--- config.mk ---
export PLATFORM = sky130hd
export DESIGN_NAME = posit_encoder_flat
export DESIGN_NICKNAME = d
export VERILOG_FILES = /design/src/rtl/posit_pkg.sv /design/src/rtl/posit_encoder_if.sv /design/src/rtl/posit_regime_pack.sv /design/src/rtl/posit_encoder.sv /design/src/flat_wrapper.sv
export SDC_FILE = /design/constraint.sdc
export NUM_CORES = 1
export LEC_CHECK = 0
export BUFFER_PORTS_ARGS = -buffer_cell sky130_fd_sc_hd__buf_4
export CORE_MARGIN = 2
export CORE_UTILIZATION = 46
export DETAILED_ROUTE_END_ITERATION = 10
export PLACE_DENSITY = 0.66
export SETUP_SLACK_MARGIN = 0.3
export SLEW_MARGIN = 20
export SYNTH_ARGS = -nofsm -noshare
export SYNTH_HDL_FRONTEND = slang
export SYNTH_SLANG_ARGS = --single-unit
--- constraint.sdc ---
create_clock -name clk_i -period 3.1 [get_ports clk_i]
set_input_delay 0.31 -clock clk_i [delete_from_list [all_inputs] [get_ports clk_i]]
set_output_delay 0.31 -clock clk_i [all_outputs]
set_load 0.02 [all_outputs]
--- src/rtl/posit_pkg.sv ---
// rtl/posit_pkg.sv - shared posit constants and special-value codes for encoder/decoder
package posit_pkg;

  localparam int POSIT_WIDTH   = 8;
  localparam int POSIT_EXP     = 2;
  localparam int POSIT_FRAC_IN = 8;
  localparam int POSIT_SCW     = 7;

  // longest regime run (k = WIDTH-2 gives WIDTH-1 ones plus terminator)
  localparam int REGI     = POSIT_WIDTH;
  localparam int MTS      = REGI + POSIT_EXP + POSIT_FRAC_IN;
  localparam int MAXSCALE = (POSIT_WIDTH - 2) << POSIT_EXP;
  localparam int MINSCALE = -MAXSCALE;

  localparam logic [1:0] SPC_ZERO  = 2'b00;
  localparam logic [1:0] SPC_VALID = 2'b01;
  localparam logic [1:0] SPC_NAR   = 2'b10;

endpackage

--- src/rtl/posit_encoder_if.sv ---
// rtl/posit_encoder_if.sv - input/output handshake bundle of the posit encoder
interface posit_encoder_if
  import posit_pkg::*;
#(
  parameter int WIDTH   = POSIT_WIDTH,
  parameter int FRAC_IN = POSIT_FRAC_IN,
  parameter int SCW     = POSIT_SCW
);

  logic                      in_vld_i;
  logic                      in_rdy_o;
  logic                      sign_i;
  logic signed [SCW-1:0]     scale_i;
  logic        [FRAC_IN-1:0] frac_i;
  logic        [1:0]         special_i;
  logic                      out_vld_o;
  logic                      out_rdy_i;
  logic        [WIDTH-1:0]   posit_o;

  modport slave (
    input  in_vld_i, sign_i, scale_i, frac_i, special_i, out_rdy_i,
    output in_rdy_o, out_vld_o, posit_o
  );

  modport master (
    output in_vld_i, sign_i, scale_i, frac_i, special_i, out_rdy_i,
    input  in_rdy_o, out_vld_o, posit_o
  );

endinterface

--- src/rtl/posit_regime_pack.sv ---
// rtl/posit_regime_pack.sv - clamps scale and left-aligns {regime, exponent, fraction}
module posit_regime_pack
  import posit_pkg::*;
#(
  parameter int EXP     = POSIT_EXP,
  parameter int FRAC_IN = POSIT_FRAC_IN,
  parameter int SCW     = POSIT_SCW,
  parameter int RLEN    = REGI,
  parameter int SL      = MTS,
  parameter int MAXS    = MAXSCALE,
  parameter int MINS    = MINSCALE
) (
  input  logic signed [SCW-1:0]     scale_i,
  input  logic        [FRAC_IN-1:0] frac_i,
  output logic        [SL-1:0]      str_o,
  output logic                      sat_hi_o,
  output logic                      sat_lo_o
);

  localparam logic signed [SCW-1:0] SMAX = SCW'(MAXS);
  localparam logic signed [SCW-1:0] SMIN = SCW'(MINS);

  logic signed [SCW-1:0] sc;
  logic signed [SCW-1:0] k;
  logic        [EXP-1:0] e;
  logic        [SL-1:0]  body;
  int                    kk;

  always_comb begin
    sat_hi_o = (scale_i > SMAX);
    sat_lo_o = (scale_i < SMIN);
    sc       = sat_hi_o ? SMAX : (sat_lo_o ? SMIN : scale_i);
    k        = sc >>> EXP;
    e        = sc[EXP-1:0];
    kk       = int'(k);
    // exponent+fraction parked at the top; shifted right past the regime run
    body     = {e, frac_i, {RLEN{1'b0}}};
    if (kk >= 0) begin
      str_o = ~({SL{1'b1}} >> (kk + 1)) | (body >> (kk + 2));
    end else begin
      str_o = ({1'b1, {(SL-1){1'b0}}} >> (-kk)) | (body >> (1 - kk));
    end
  end

endmodule

--- src/rtl/posit_encoder.sv ---
// rtl/posit_encoder.sv - 2-stage posit packer with rounding/saturation; POSIT_ENC_RNE_EN selects RNE over truncation
module posit_encoder
  import posit_pkg::*;
#(
  parameter int WIDTH   = POSIT_WIDTH,
  parameter int EXP     = POSIT_EXP,
  parameter int FRAC_IN = POSIT_FRAC_IN,
  parameter int SCW     = POSIT_SCW
) (
  input  logic            clk_i,
  input  logic            rstn,
  posit_encoder_if.slave  bus
);

  localparam int SL   = WIDTH + EXP + FRAC_IN;
  localparam int MAXS = (WIDTH - 2) << EXP;
`ifdef POSIT_ENC_RNE_EN
  localparam bit RNE_EN = 1'b1;
`else
  localparam bit RNE_EN = 1'b0;
`endif

  logic          s1_vld, s1_sign, s1_sat_hi, s1_sat_lo;
  logic [1:0]    s1_spc;
  logic [SL-1:0] s1_str;
  logic             s2_vld;
  logic [WIDTH-1:0] s2_posit;

  logic          adv2, in_rdy;
  logic [SL-1:0] pk_str;
  logic          pk_hi, pk_lo;

  logic [WIDTH-2:0] mag_t, mag;
  logic             guard, sticky, up;
  logic [WIDTH-1:0] mag_r, enc;

  posit_regime_pack #(
    .EXP(EXP), .FRAC_IN(FRAC_IN), .SCW(SCW), .RLEN(WIDTH), .SL(SL),
    .MAXS(MAXS), .MINS(-MAXS)
  ) u_pack (
    .scale_i (bus.scale_i),
    .frac_i  (bus.frac_i),
    .str_o   (pk_str),
    .sat_hi_o(pk_hi),
    .sat_lo_o(pk_lo)
  );

  assign adv2          = ~s2_vld | bus.out_rdy_i;
  assign in_rdy        = ~s1_vld | adv2;
  assign bus.in_rdy_o  = in_rdy;
  assign bus.out_vld_o = s2_vld;
  assign bus.posit_o   = s2_posit;

  always_comb begin
    mag_t  = s1_str[SL-1 -: WIDTH-1];
    guard  = s1_str[SL-WIDTH];
    sticky = |s1_str[SL-WIDTH-1:0];
    up     = RNE_EN & guard & (sticky | mag_t[0]);
    mag_r  = {1'b0, mag_t} + {{(WIDTH-1){1'b0}}, up};
    // a finite value never collapses to zero nor carries past maxpos
    if (s1_sat_hi || mag_r[WIDTH-1]) begin
      mag = '1;
    end else if (s1_sat_lo || (mag_r[WIDTH-2:0] == '0)) begin
      mag = {{(WIDTH-2){1'b0}}, 1'b1};
    end else begin
      mag = mag_r[WIDTH-2:0];
    end
    case (s1_spc)
      SPC_ZERO:  enc = '0;
      SPC_VALID: enc = s1_sign ? (~{1'b0, mag} + WIDTH'(1)) : {1'b0, mag};
      default:   enc = {1'b1, {(WIDTH-1){1'b0}}};
    endcase
  end

  always_ff @(posedge clk_i or negedge rstn) begin
    if (!rstn) begin
      s1_vld    <= 1'b0;
      s1_sign   <= 1'b0;
      s1_sat_hi <= 1'b0;
      s1_sat_lo <= 1'b0;
      s1_spc    <= SPC_ZERO;
      s1_str    <= '0;
      s2_vld    <= 1'b0;
      s2_posit  <= '0;
    end else begin
      if (in_rdy) begin
        s1_vld <= bus.in_vld_i;
        if (bus.in_vld_i) begin
          s1_sign   <= bus.sign_i;
          s1_sat_hi <= pk_hi;
          s1_sat_lo <= pk_lo;
          s1_spc    <= bus.special_i;
          s1_str    <= pk_str;
        end
      end
      if (adv2) begin
        s2_vld <= s1_vld;
        if (s1_vld) begin
          s2_posit <= enc;
        end
      end
    end
  end

endmodule

--- src/flat_wrapper.sv ---
// flat-port wrapper written by rule: the top's interface ports become plain ports
module posit_encoder_flat import posit_pkg::*;
#(
  parameter int WIDTH   = POSIT_WIDTH,
  parameter int EXP     = POSIT_EXP,
  parameter int FRAC_IN = POSIT_FRAC_IN,
  parameter int SCW     = POSIT_SCW
)
  (clk_i, rstn, bus_in_vld_i, bus_sign_i, bus_scale_i, bus_frac_i, bus_special_i, bus_out_rdy_i, bus_in_rdy_o, bus_out_vld_o, bus_posit_o);
  posit_encoder_if #(.WIDTH(WIDTH), .FRAC_IN(FRAC_IN), .SCW(SCW)) bus_i ();
  input  logic clk_i;
  input  logic rstn;
  input wire logic [$bits(bus_i.in_vld_i)-1:0] bus_in_vld_i;
  input wire logic [$bits(bus_i.sign_i)-1:0] bus_sign_i;
  input wire logic [$bits(bus_i.scale_i)-1:0] bus_scale_i;
  input wire logic [$bits(bus_i.frac_i)-1:0] bus_frac_i;
  input wire logic [$bits(bus_i.special_i)-1:0] bus_special_i;
  input wire logic [$bits(bus_i.out_rdy_i)-1:0] bus_out_rdy_i;
  output wire logic [$bits(bus_i.in_rdy_o)-1:0] bus_in_rdy_o;
  output wire logic [$bits(bus_i.out_vld_o)-1:0] bus_out_vld_o;
  output wire logic [$bits(bus_i.posit_o)-1:0] bus_posit_o;
  assign bus_i.in_vld_i = bus_in_vld_i;
  assign bus_i.sign_i = bus_sign_i;
  assign bus_i.scale_i = bus_scale_i;
  assign bus_i.frac_i = bus_frac_i;
  assign bus_i.special_i = bus_special_i;
  assign bus_i.out_rdy_i = bus_out_rdy_i;
  assign bus_in_rdy_o = bus_i.in_rdy_o;
  assign bus_out_vld_o = bus_i.out_vld_o;
  assign bus_posit_o = bus_i.posit_o;
  posit_encoder #(.WIDTH(WIDTH), .EXP(EXP), .FRAC_IN(FRAC_IN), .SCW(SCW)) u_core (.clk_i(clk_i), .rstn(rstn), .bus(bus_i));
endmodule
==> results <==
- After routing the design area is 3080 µm².
- In this run the tightest slew margin relative to its limit is 58.6%.
- The clock passes through at most 2 buffers.
- The worst setup path is of the in2reg kind.
- The number of global-route vias before repair is 2422.
- Once placement completed, the tool counted placed cells totaling 400.
- After filler insertion, the fill cell instance count of the layout stands at 413.
- The worst setup path is launched from an input port.
- The share of the clock period used by the worst path after layout is 93.2%.
- The average instance in the mapped netlist occupies 7.94 µm².
- The sequential-to-total area share from yosys stat is 24.3%.
- For this design the static power due to leakage is 0.00134 µW.
- The routed layout has 2427 vias.
- The number of cells on the worst reg-to-reg path is 9.
- The part of the power in the clock network is 22.5%.
- Net switching is 36.6% of the power.
- The tightest min-delay check is of the in2reg type.
- Setup repair after global routing could not meet its margin everywhere.
- The number of clock buffers added by TritonCTS is 3.
- The run finished with clean final reports.
- The analysis attributes to net switching a power of 429 µW.
- At the pin with the least slew margin, the transition time is 620 ps.
- The area fraction of the dominant cell type after synthesis is 24.3%.
- The count of mapped cells out of synthesis is 285.
- The die footprint is 5500 µm².
- TritonCTS built the clock tree.
- The internal power is 744 µW.
- The starting utilization of the core area is 47.9%.
- The worst setup slack after layout is 211 ps.
- In the final layout, the share of cells above drive strength 1 is 34.1%.
- The tool flagged a number of max-cap violations equal to 0.
- The kind of end point of the critical path is a flop.
- The remaining routing DRC violations is 0.
- For this run, the leading register cell type out of synthesis is sky130_fd_sc_hd__dfrtp_1.
- In the post-synthesis netlist, the biggest area contributors are sky130_fd_sc_hd__dfrtp_1 24%, sky130_fd_sc_hd__nand2_1 7.5%, sky130_fd_sc_hd__ha_1 6.6%.
- The count of final setup violators is 0.
- The TritonCTS sink count is 22.
- In this run the clock root is driven by a sky130_fd_sc_hd__clkbuf_8.
- The number of different library cells used by synthesis comes to 69.
- CTS built an H-tree with a depth of 1.
- The global route total overflow is 0.
- The floorplan step set the die width to 74.1 µm.
- The worst slack after detailed placement is -278 ps.
- The worst vdd rail ir drop is 0.320 mV.
- The clock period could shrink to 2890 ps.
- The library cell used most frequently in the layout, excluding fill and tap cells, is sky130_fd_sc_hd__buf_4.
- The number of top-level design ports is 32.
- The count of nets left with antenna violations after detail routing is 0.
- During synthesis, Yosys emitted a total of 0 warnings.
- The final count of pins violating max slew is 0.
- Across the routed clock network, the largest skew measured is 3.39 ps.
- The number of antenna violations at the first check in global routing was 0.
- After the last flow step, the layout net total stands at 384.
- The sequential group share of total power is 32.0%.
- The post-synth net total is 319.
- The library cells used most frequently in the layout, excluding fill and tap cells, are 65 x sky130_fd_sc_hd__buf_4, 43 x sky130_fd_sc_hd__nand2_1, 22 x sky130_fd_sc_hd__dfrtp_1, 18 x sky130_fd_sc_hd__nor2_1, 18 x sky130_fd_sc_hd__o21ai_0.
- The instance area after placement is 2840 µm².
- At the worst endpoint, the required time is 3240 ps.
- The dominant cell type by area after synthesis is sky130_fd_sc_hd__dfrtp_1.
- The fraction of power consumed by combinational cells is 45.4%.
- The synthesis-stage register bit count is 22.
- Dividing the detail-routed wire length by the instance count gives 16.1 µm.
- After routing, the total negative slack on setup checks comes to 0 ps.
- The maximum clock rate is 346 MHz.
- The largest net degree at the start of global routing is 23.
- The final non-filler cell total is 416.
- The synthesized design contains 0 enable-type register cells.
- For this block, the routed nets add up to 6680 µm of wire.
- The share of synthesized flip-flops with an asynchronous set or reset is 100%.
- The share of the core filled with cells is 65.2%.
- In this run the power density over the cells is 381 nW/µm².
- After floorplanning, the core was divided into 25 placement rows.
- The first global-routing pass estimated 11400 µm of wire.
- The congestion estimate from routability-driven global placement came to 0.876.
- For the worst setup path, the data arrival time is 3030 ps.
- The starting DRC count in detailed routing is 171.
- The setup check on the worst reg-to-reg path leaves a slack of 700 ps.
- The total area inside the core boundary comes to 4720 µm².
- For this run, the total global-route usage over all layers was measured as 26.3%.
- The placed wire-length estimate after detailed placement is 5180 µm.
- The instance count along the most critical hold path is 3.
- The synthesized area is 2260 µm².
- In the routed layout, each cell is associated on average with a via count of 5.83.
- The largest fanout of any net on the critical path is 8.
- The hold violation total from the final report came to 0.
- The first TritonRoute pass finished after 4 iterations.
- The post-synthesis to final-layout area growth is 36.0%.
- The repair_antennas step left the layout with diodes totalling 0.
- Buffers placed on the I/O ports in this run total 28.
- The die outline height is 74.1 µm.
- The clock insertion delay at the later pin of the skew report is 260 ps.
- The clock transition at the registers of the reported paths is 80 ps.
-- power by group through the flow --
| stage | registers [µW] | clock network [µW] | logic (µW) |
|---|---|---|---|
| after floorplan | 393 | 0 | 317 |
| after global placement | 380 | 0 | 502 |
| after detailed placement | 382 | 0 | 508 |
| after CTS | 376 | 270 | 524 |
| after global routing | 382 | 280 | 586 |
| final | 376 | 264 | 533 |
-- routing by layer --
| layer | track usage, % | routed length (µm) | vias up |
|---|---|---|---|
| met4 | 10.5 | 216 | 0 |
| met5 | 0 | 0 | - |
| li1 | - | - | 1185 |
| met1 | 32.6 | 2810 | 1120 |
| met3 | 1.36 | 344 | 22 |
| met2 | 47.7 | 3300 | 100 |
-- path summary, 6_finish.rpt --
check	endpoint	from
worst max-delay path	u_core.s1_str[15]	bus_scale_i[3]
worst min-delay path	u_core.s1_sign	bus_sign_i
worst max register to register	u_core.bus.posit_o[6]	u_core.s1_str[12]
worst min register to register	u_core.bus.posit_o[4]	u_core.bus.posit_o[4]
max in group asynchronous	u_core.s1_str[11]	rstn
min in group asynchronous	u_core.s1_sat_lo	rstn
-- synth_stat cells, types with 3 or more instances --
master and number:
sky130_fd_sc_hd__nand2_1 45, sky130_fd_sc_hd__dfrtp_1 22, sky130_fd_sc_hd__nor2_1 20, sky130_fd_sc_hd__o21ai_0 18, sky130_fd_sc_hd__a21oi_1 17, sky130_fd_sc_hd__nand3_1 13
sky130_fd_sc_hd__ha_1 12, sky130_fd_sc_hd__nand2b_1 9, sky130_fd_sc_hd__nor3_1 9, sky130_fd_sc_hd__clkbuf_1 8, sky130_fd_sc_hd__inv_1 7, sky130_fd_sc_hd__o31ai_1 7
sky130_fd_sc_hd__nand4_1 5, sky130_fd_sc_hd__nor2b_1 5, sky130_fd_sc_hd__nor4_1 5, sky130_fd_sc_hd__o211ai_1 5, sky130_fd_sc_hd__xnor2_1 5, sky130_fd_sc_hd__mux2i_1 4
sky130_fd_sc_hd__a221oi_1 3, sky130_fd_sc_hd__a32oi_1 3, sky130_fd_sc_hd__and2_1 3, sky130_fd_sc_hd__xor2_1 3
-- sequential cells by signal (all words and copies together), names as in the netlist --
signal	cells
u_core.s1_sign	1
u_core.s1_sat_hi	1
u_core.bus.out_vld_o	1
u_core.bus.posit_o	8
u_core.s1_str	7
u_core.s1_spc	2
u_core.s1_sat_lo	1
u_core.s1_vld	1
-- critical path, stage by stage --
cell and delay, ps:
sky130_fd_sc_hd__buf_6 90, sky130_fd_sc_hd__buf_4 120, sky130_fd_sc_hd__buf_4 160, sky130_fd_sc_hd__and3b_1 220, sky130_fd_sc_hd__a211oi_4 490, sky130_fd_sc_hd__inv_4 120, sky130_fd_sc_hd__ha_2 210, sky130_fd_sc_hd__nand2_1 50
sky130_fd_sc_hd__ha_1 220, sky130_fd_sc_hd__nand4bb_1 120, sky130_fd_sc_hd__a31oi_2 60, sky130_fd_sc_hd__buf_4 150, sky130_fd_sc_hd__buf_6 100, sky130_fd_sc_hd__buf_6 100, sky130_fd_sc_hd__buf_6 100, sky130_fd_sc_hd__buf_6 100
sky130_fd_sc_hd__a32oi_2 210, sky130_fd_sc_hd__a211oi_2 90
-- metrics by stage --
stage                     hold slack (ps)  power [µW]
after floorplan                      14.4         710
after global placement                210         882
after detailed placement              211         890
after CTS                             244        1170
after global routing                  249        1250
final                                 242        1170
-- layout make-up --
class                           instances  area (µm²)  area share [%]
Multi-Input combinational cell        239        1730            56.1
Inverter                                9        45.0            1.46
Sequential cell                        22         551            17.9
Clock buffer                            3        41.3            1.34
Clock inverter                          1        30.0           0.976
Tap cell                               67        83.8            2.72
Timing Repair Buffer                   75         599            19.5
-- cells by family after synthesis --
logic type	synth area share [%]
AOI/OAI and AO/OA	26.2
xor gates and xnor gates	3.81
adders and majority gates	6.63
buffers and inverters	4.86
DFF	24.3
muxes	3.76
and+or+nand+nor	30.4
-- repair_timing --
| item | in CTS | in global routing |
|---|---|---|
| hold endpoints to repair | 22 | 0 |
| buffers inserted | 10 | 1 |
| hold buffers | 1 | 0 |
| cloned | 0 | 0 |
| setup endpoints to repair | 3 | 5 |
| pin swaps | 13 | 5 |
| resized for setup | 6 | 10 |
Note: power is estimated with default switching activity, not from simulation.
